## src/rtl/registro_pkg.sv

```systemverilog
// registro_pkg
// Shared types for the registro_shift_seq operand register family.
//   op_t    : 3-bit operation code as presented on the op input.
//   state_t : sequencer states of the multi-cycle shift engine.
package registro_pkg;

  typedef enum logic [2:0] {
    HOLD  = 3'b000,
    LOAD  = 3'b001,
    CLEAR = 3'b010,
    SHL   = 3'b011,
    SHR   = 3'b100,
    SAR   = 3'b101,
    ROL   = 3'b110,
    ROR   = 3'b111
  } op_t;

  typedef enum logic [1:0] {
    IDLE = 2'b00,
    RUN  = 2'b01,
    DONE = 2'b10
  } state_t;

  // True for the five opcodes that move bits one position per step.
  function automatic logic isShiftOp(input op_t opVal);
    return (opVal == SHL) || (opVal == SHR) || (opVal == SAR) ||
           (opVal == ROL) || (opVal == ROR);
  endfunction

endpackage

```

## src/rtl/registro_shift_step.sv

```systemverilog
// registro_shift_step
// Purely combinational single-position shifter/rotator.
// Ports:
//   z_i    : current register contents (N bits)
//   sin_i  : serial fill bit used by SHL and SHR
//   op_i   : operation to apply for this step
//   cout_i : current carry, passed through for non-shift opcodes
//   z_o    : contents after one step
//   cout_o : bit moved out by this step
module registro_shift_step
  import registro_pkg::*;
#(
  parameter int N = 8
) (
  input  logic [N-1:0] z_i,
  input  logic         sin_i,
  input  op_t          op_i,
  input  logic         cout_i,
  output logic [N-1:0] z_o,
  output logic         cout_o
);

  // Non-shift opcodes never reach this block in practice; they simply
  // pass the register and carry through so the outputs are always defined.
  always_comb begin
    z_o    = z_i;
    cout_o = cout_i;
    unique case (op_i)
      SHL: begin
        z_o    = {z_i[N-2:0], sin_i};
        cout_o = z_i[N-1];
      end
      SHR: begin
        z_o    = {sin_i, z_i[N-1:1]};
        cout_o = z_i[0];
      end
      SAR: begin
        z_o    = {z_i[N-1], z_i[N-1:1]};
        cout_o = z_i[0];
      end
      ROL: begin
        z_o    = {z_i[N-2:0], z_i[N-1]};
        cout_o = z_i[N-1];
      end
      ROR: begin
        z_o    = {z_i[0], z_i[N-1:1]};
        cout_o = z_i[0];
      end
      default: begin
        z_o    = z_i;
        cout_o = cout_i;
      end
    endcase
  end

endmodule

```

## src/rtl/registro_shift_seq.sv

```systemverilog
// registro_shift_seq
// N-bit operand register that loads, clears, shifts and rotates. Multi-bit
// shifts are executed one position per clock under a start/busy/done
// handshake.
// Ports:
//   clk   : clock, rising edge
//   rst_n : asynchronous active-low reset
//   x     : parallel load value
//   op    : operation code, sampled when a start is accepted
//   amt   : shift/rotate amount, sampled with op
//   sin   : serial fill bit for SHL/SHR, sampled on every step
//   start : operation request, honoured only in IDLE
//   z     : register contents
//   cout  : last bit shifted or rotated out
//   zf    : high while z is all zeros
//   busy  : high whenever the sequencer is not IDLE
//   done  : high for the single DONE cycle
module registro_shift_seq
  import registro_pkg::*;
#(
  parameter int N  = 8,
  parameter int SW = $clog2(N)
) (
  input  logic          clk,
  input  logic          rst_n,
  input  logic [N-1:0]  x,
  input  logic [2:0]    op,
  input  logic [SW-1:0] amt,
  input  logic          sin,
  input  logic          start,
  output logic [N-1:0]  z,
  output logic          cout,
  output logic          zf,
  output logic          busy,
  output logic          done
);

  localparam bit IS_POW2 = (N == (1 << SW));

  state_t        state_q, state_d;
  op_t           op_q, op_d;
  logic [SW-1:0] cnt_q, cnt_d;
  logic [N-1:0]  z_q, z_d;
  logic          cout_q, cout_d;

  logic [SW-1:0] amtClamped;
  logic [N-1:0]  stepZ;
  logic          stepCout;
  op_t           opIn;

  assign opIn = op_t'(op);

  // When N is a power of two every encodable amount is legal; otherwise
  // amounts past N-1 saturate at N-1.
  generate
    if (IS_POW2) begin : g_noClamp
      assign amtClamped = amt;
    end else begin : g_clamp
      assign amtClamped = (amt > SW'(N - 1)) ? SW'(N - 1) : amt;
    end
  endgenerate

  // One-step shifter, always driven by the latched opcode so that op
  // changes after acceptance cannot disturb a running shift.
  registro_shift_step #(.N(N)) u_step (
    .z_i    (z_q),
    .sin_i  (sin),
    .op_i   (op_q),
    .cout_i (cout_q),
    .z_o    (stepZ),
    .cout_o (stepCout)
  );

  // State, counter, latched opcode and datapath registers.
  always_ff @(posedge clk or negedge rst_n) begin
    if (!rst_n) begin
      state_q <= IDLE;
      op_q    <= HOLD;
      cnt_q   <= '0;
      z_q     <= '0;
      cout_q  <= 1'b0;
    end else begin
      state_q <= state_d;
      op_q    <= op_d;
      cnt_q   <= cnt_d;
      z_q     <= z_d;
      cout_q  <= cout_d;
    end
  end

  // Next-state logic. Single-cycle operations finish at the acceptance
  // edge and go straight to DONE; shifts with a nonzero amount walk through
  // RUN, leaving on the step that takes the counter from 1 to 0.
  always_comb begin
    state_d = state_q;
    op_d    = op_q;
    cnt_d   = cnt_q;
    z_d     = z_q;
    cout_d  = cout_q;
    unique case (state_q)
      IDLE: begin
        if (start) begin
          op_d = opIn;
          unique case (opIn)
            LOAD: begin
              z_d     = x;
              state_d = DONE;
            end
            CLEAR: begin
              z_d     = '0;
              state_d = DONE;
            end
            HOLD: begin
              state_d = DONE;
            end
            default: begin
              if (isShiftOp(opIn) && (amtClamped != '0)) begin
                cnt_d   = amtClamped;
                state_d = RUN;
              end else begin
                state_d = DONE;
              end
            end
          endcase
        end
      end
      RUN: begin
        z_d    = stepZ;
        cout_d = stepCout;
        cnt_d  = cnt_q - SW'(1);
        if (cnt_q == SW'(1)) begin
          state_d = DONE;
        end
      end
      DONE: begin
        state_d = IDLE;
      end
      default: begin
        state_d = IDLE;
      end
    endcase
  end

  assign z    = z_q;
  assign cout = cout_q;
  assign zf   = (z_q == '0);
  assign busy = (state_q != IDLE);
  assign done = (state_q == DONE);

endmodule

```

## config.mk

```make
export PLATFORM = sky130hd
export DESIGN_NAME = registro_shift_seq
export DESIGN_NICKNAME = d
export VERILOG_FILES = /design/src/rtl/registro_pkg.sv /design/src/rtl/registro_shift_step.sv /design/src/rtl/registro_shift_seq.sv
export SDC_FILE = /design/constraint.sdc
export NUM_CORES = 1
export LEC_CHECK = 0
export CORE_ASPECT_RATIO = 0.9
export CORE_MARGIN = 4
export CORE_UTILIZATION = 35
export DETAILED_ROUTE_END_ITERATION = 10
export PLACE_DENSITY = 0.71
export SETUP_SLACK_MARGIN = 0.5
export SLEW_MARGIN = 10
export SYNTH_ARGS = -nofsm -noshare
export SYNTH_HDL_FRONTEND = slang
export SYNTH_SLANG_ARGS = --single-unit
```

## constraint.sdc

```tcl
create_clock -name clk -period 3.8 [get_ports clk]
set_input_delay 0.76 -clock clk [delete_from_list [all_inputs] [get_ports clk]]
set_output_delay 0.76 -clock clk [all_outputs]
set_load 0.005 [all_outputs]
```

==> results of run 1 <==
## metal layers
layer	vias up	GRT usage [%]	share of wire [%]
met5	-	0	0
met4	0	1.70	0.37
met3	2	3.60	5.9
met2	32	24.0	47
met1	486	18.2	47
li1	508	-	-
## cells in the final DEF, fill, tap and decap left out, drive strengths merged, types with 5 or more instances in the layout
cell           instances
a21boi                 6
a21oi                  6
a31oi                  7
and3                   6
clkdlybuf4s50         29
dfrtp                 17
inv                    6
nand2                 11
nand3                  5
nor2                  11
o21ai                  8
## critical path: cells and delay by family, from the launching register on
kind                   cells  cell delay (ns)
DFF                        1             0.44
buffers and inverters      1             0.50
and+or+nand+nor            2             0.67
## path summary, 6_finish.rpt
kind,end,start,slack (ns)
worst max-delay path,zf,z[3]$_DFFE_PN0P_,1.15
worst min-delay path,cnt_q[1]$_DFFE_PN0P_,cnt_q[1]$_DFFE_PN0P_,0.51
worst max register to register,z[4]$_DFFE_PN0P_,state_q[0]$_DFFE_PN0P_,1.89
worst min register to register,cnt_q[1]$_DFFE_PN0P_,cnt_q[1]$_DFFE_PN0P_,0.51
max in group asynchronous,cnt_q[2]$_DFFE_PN0P_,rst_n,2.37
min in group asynchronous,z[2]$_DFFE_PN0P_,rst_n,0.93
## stage by stage
stage / worst slack [ns] / instances / power (mW)
after floorplan: 1.82 / 125 / 0.883
after global placement: 1.21 / 189 / 1.07
after detailed placement: 1.19 / 189 / 1.10
after CTS: 1.13 / 193 / 1.20
after global routing: 1.09 / 193 / 1.30
final: 1.15 / 193 / 1.19
## area by class of cell
cell class,count,share of cell area [%]
flip-flops and latches,17,29.2
well taps,42,3.61
multi-input cells,95,43.9
repair buffers,29,19.9
clock buffers,4,1.80
inverters,6,1.55
## cell families after synthesis
family	Yosys count	synth area share, %
mux	6	5.62
buf+inv	13	6.28
fa+ha+maj	2	2.20
xor+xnor	1	0.771
compound gates	39	26.2
flops	17	37.4
simple gates	47	21.5
## synthesized netlist by cell type, types with 2 or more instances
| cell type | instances |
|---|---|
| a31oi_2 | 3 |
| o22a_1 | 2 |
| a21o_1 | 2 |
| and3_1 | 6 |
| o31a_1 | 2 |
| a31oi_1 | 4 |
| inv_1 | 6 |
| ha_1 | 2 |
| clkbuf_1 | 4 |
| buf_6 | 3 |
| a21oi_1 | 6 |
| dfrtp_1 | 17 |
| nand3_1 | 5 |
| o21ai_0 | 8 |
| nand2b_1 | 4 |
| a21boi_0 | 6 |
| mux2_2 | 3 |
| nor2_1 | 11 |
| mux2i_1 | 3 |
| or4_1 | 2 |
| nand2_1 | 11 |
## registers in the layout, summed over array words and instances (netlist names)
register and flops:
cout 1, z 8, cnt_q 3, state_q 2, op_q 3
## power by group through the flow
stage	Sequential, mW	Clock [mW]	Combinational (mW)
2_1_floorplan	0.363	0	0.520
3_3_place_gp	0.415	0	0.652
3_5_place_dp	0.423	0	0.673
4_1_cts	0.419	0.105	0.678
5_1_grt	0.444	0.108	0.746
6_report	0.418	0.101	0.668
==> summary.txt, run 1 <==
Syn Inst Count = 125
max_cap viols = 0
Peak VDD IR = 0.382 mV
Overflow after GRT = 0
leading area contributor after synthesis = dfrtp_1
share of cells above drive strength 1 = 7.95%
post-route minimum period = 2.65 ns
Critical Path RT = 3.04 ns
1st-iter DRT viols = 42
Hold Path Stages = 1
Sink Count = 17
flops & latches, synth = 17
Logic pwr share = 56.3%
P_sw = 0.509 mW
routability cong. = 0.781
Reg clk slew, reported paths = 0.10 ns
hold_ws = 0.508 ns
area delta synth->final = 28.2%
CP arrival = 1.89 ns
static leakage = 0.596 nW
Final HPWL DP = 1980 um
CTS tree = done
remaining antenna violation count = 0
max_slew headroom = 45.8%
NumNets Final = 172
FF-to-FF path depth = 4
Power Internal = 0.678 mW
cts repair resizes = 0
Ports = 30
Final period util = 69.7%
Worst path max stage delay = 0.55 ns
status = complete, no violations
Total Neg Setup Slack = 0 ns
Pwr Density = 815 nW/um2
wire length per cell = 14.0 um
Final setup viols = 0
filler cell count = 311
Reg power frac = 35.2%
Most used DFF post-synth = dfrtp_1
CP Class = register to primary output
Initial Util = 36.8%
sw frac = 42.9%
cts bufs inserted = 3
port bufs = 29
Placement Cell Area = 1430 um2
Skew-Pair Late Insertion Delay = 0.29 ns
Core Util, Final = 47.1%
syn nets = 145
sequential fraction of the synthesis area = 37.4%
wire length of the first global-routing pass = 4460 um
root cell of the clock tree = clkbuf_4
register area = 425 um2
Fin Clk Skew = 0.000925 ns
Fmax achieved = 378 MHz
synth top area cells = dfrtp_1, a21boi_0, nand2_1, nor2_1, o21ai_0
DRT Wirelength = 2700 um
# rows = 19
core area = 3090 um2
Worst setup EP type = primary output
vias in the first global route = 917
number of synthesized flops with an enable pin = 0
H-Tree Depth = 1
class of the worst hold path = register to register
die extent in y = 62.1 um
worst slew pin tran = 0.810 ns
DIE AREA = 4220 um2
post-synth cell types = 36
Slew Viols, Final = 0
RSZ-0062 raised after global routing = no
synth warn = 0
DRC errors left = 0
FFs w/ async S/R, synth = 100%
Worst Setup Start Kind = register
design area = 1460 um2
Post-Syn Area = 1140 um2
Post-CTS Setup Inserts = 0
clock power share = 8.5%
crit-path max FO = 5
CP cell instances = or4_1 -> nor2_1 -> clkdlybuf4s50_1
Bufs on Longest Clock Path = 2
# hold bufs at CTS = 0
Yosys top cell area share = 37.4%
Final Hold Vio Count = 0
area of the multi-input gates = 639 um2
aggregate global-route resource usage = 13.9%
number of antenna cells inserted = 0
Mapped Avg Cell Area = 9.09 um2
Vias per Instance = 5.33
drt first pass iters = 4
Vias = 1028
antenna violations before repair = 0
Die Width = 68.1 um
CP max-delay cell = or4_1
largest net degree at the start of global routing = 20
Power figures use the tool's default switching activity.
==> run 2: changes to the inputs <==
PLACE_DENSITY = 0.73   (was 0.71)
clock period = 2.2 ns   (was 3.8 ns; I/O delays follow)
==> summary.txt, run 2 (synthesis gave the netlist of run 1 again) <==
Worst setup EP type = primary output
Ports = 30
Pwr Total = 2.70 mW
max reg flops = 8
placed cell count = 193
static leakage = 0.785 nW
Skew-Pair Late Insertion Delay = 0.29 ns
DRC errors left = 0
Core Util, Final = 57.2%
worst slack, placed = 0.0668 ns
Slew Viols, Final = 0
status = complete, no violations
design area = 1770 um2
routability cong. = 0.818
post-route minimum period = 1.87 ns
Crit path depth = 3
cts bufs inserted = 3
Die Width = 68.1 um
DIE AREA = 4220 um2
final cell count without fillers = 219
hold_ws = 0.475 ns
crit-path leading delay family = simple AND/OR/NAND/NOR gates
Worst path max stage delay = 0.51 ns
Bufs on Longest Clock Path = 2
vias in the first global route = 1135
antenna violations before repair = 0
class of the worst hold path = primary input to asynchronous set/reset pin
number of antenna cells inserted = 0
Peak VDD IR = 0.728 mV
Final Hold Vio Count = 0
most frequent cells in the layout = clkdlybuf4s50_1, buf_4, dfrtp_1
Initial Util = 36.8%
worst slew pin tran = 0.481 ns
area delta synth->final = 55.6%
aggregate global-route resource usage = 16.5%
Sink Count = 17
crit-path max FO = 2
# hold bufs at CTS = 0
Total Neg Setup Slack = 0 ns
port bufs = 29
max_cap viols = 0
Critical Path RT = 1.76 ns
FF-to-FF path depth = 7
wire length per cell = 15.1 um
drt first pass iters = 4
CTS tree = done
Fin Clk Skew = 0.000732 ns
CP arrival = 1.43 ns
1st-iter DRT viols = 76
Pwr Density = 1520 nW/um2
Placement Cell Area = 1480 um2
Final period util = 84.9%
worst setup margin = 0.332 ns
CP Class = register to primary output
die extent in y = 62.1 um
wire length of the first global-routing pass = 5330 um
root cell of the clock tree = clkbuf_4
max_slew headroom = 67.9%
H-Tree Depth = 1
Vias per Instance = 5.20
Vias = 1139
Final setup viols = 0
Reg clk slew, reported paths = 0.10 ns
core area = 3090 um2
RSZ-0062 raised after global routing = yes
NumNets Final = 198
DRT Wirelength = 3300 um
share of cells above drive strength 1 = 28.8%
CP cell instances = or4_1 -> nor2_1 -> buf_2
CP Buf/Inv Count = 1
CP max-delay cell = or4_1
Final HPWL DP = 2010 um
largest net degree at the start of global routing = 20
Overflow after GRT = 0
Worst Setup Start Kind = register
# rows = 19
Fmax achieved = 535 MHz
remaining antenna violation count = 0
[run 2: routing by layer]
| layer | track usage (%) | up-vias | part of all wire [%] |
|---|---|---|---|
| met3 | 4.50 | 2 | 5.0 |
| met4 | 1.98 | 0 | 0.42 |
| met2 | 29.4 | 34 | 49 |
| li1 | - | 555 | - |
| met1 | 20.7 | 548 | 46 |
| met5 | 0 | - | 0 |
[run 2: path summary, 6_finish.rpt]
kind | startpoint | to | slack, ns
worst max-delay path | z[7]$_DFFE_PN0P_ | zf | 0.33
worst min-delay path | rst_n | z[2]$_DFFE_PN0P_ | 0.48
worst max register to register | state_q[1]$_DFFE_PN0P_ | z[3]$_DFFE_PN0P_ | 0.46
worst min register to register | cnt_q[1]$_DFFE_PN0P_ | cnt_q[1]$_DFFE_PN0P_ | 0.51
max in group asynchronous | rst_n | state_q[1]$_DFFE_PN0P_ | 1.51
min in group clk | cnt_q[1]$_DFFE_PN0P_ | cnt_q[1]$_DFFE_PN0P_ | 0.51
[run 2: cell type report]
class                      count  area, um2
tap                           42       52.6
timing repair buffer          55        547
multi-input combinational     95        689
fill                         286       1320
inverter                       6       22.5
clock buffer                   4       26.3
sequential                    17        430
[run 2: power by group]
| part | leakage (nW) | switching [mW] | internal, mW |
|---|---|---|---|
| sequential | 0.190 | 0.172 | 0.483 |
| clock | 0.0150 | 0.104 | 0.0706 |
| combinational | 0.580 | 0.802 | 1.06 |
[run 2: worst reg2reg max path: cells and delay by family, from the launching register on]
kind,cells,cell delay (ns)
flops,1,0.42
compound gates,2,0.40
simple gates,2,0.46
buf+inv,3,0.40
[run 2: repair_timing]
item                                    in CTS  in global routing
resized for setup                           26                 14
pin swaps                                    4                  2
hold endpoints to repair                     0                  0
setup buffers                               14                  7
gates cloned                                 1                  0
endpoints found under the setup margin      15                 17
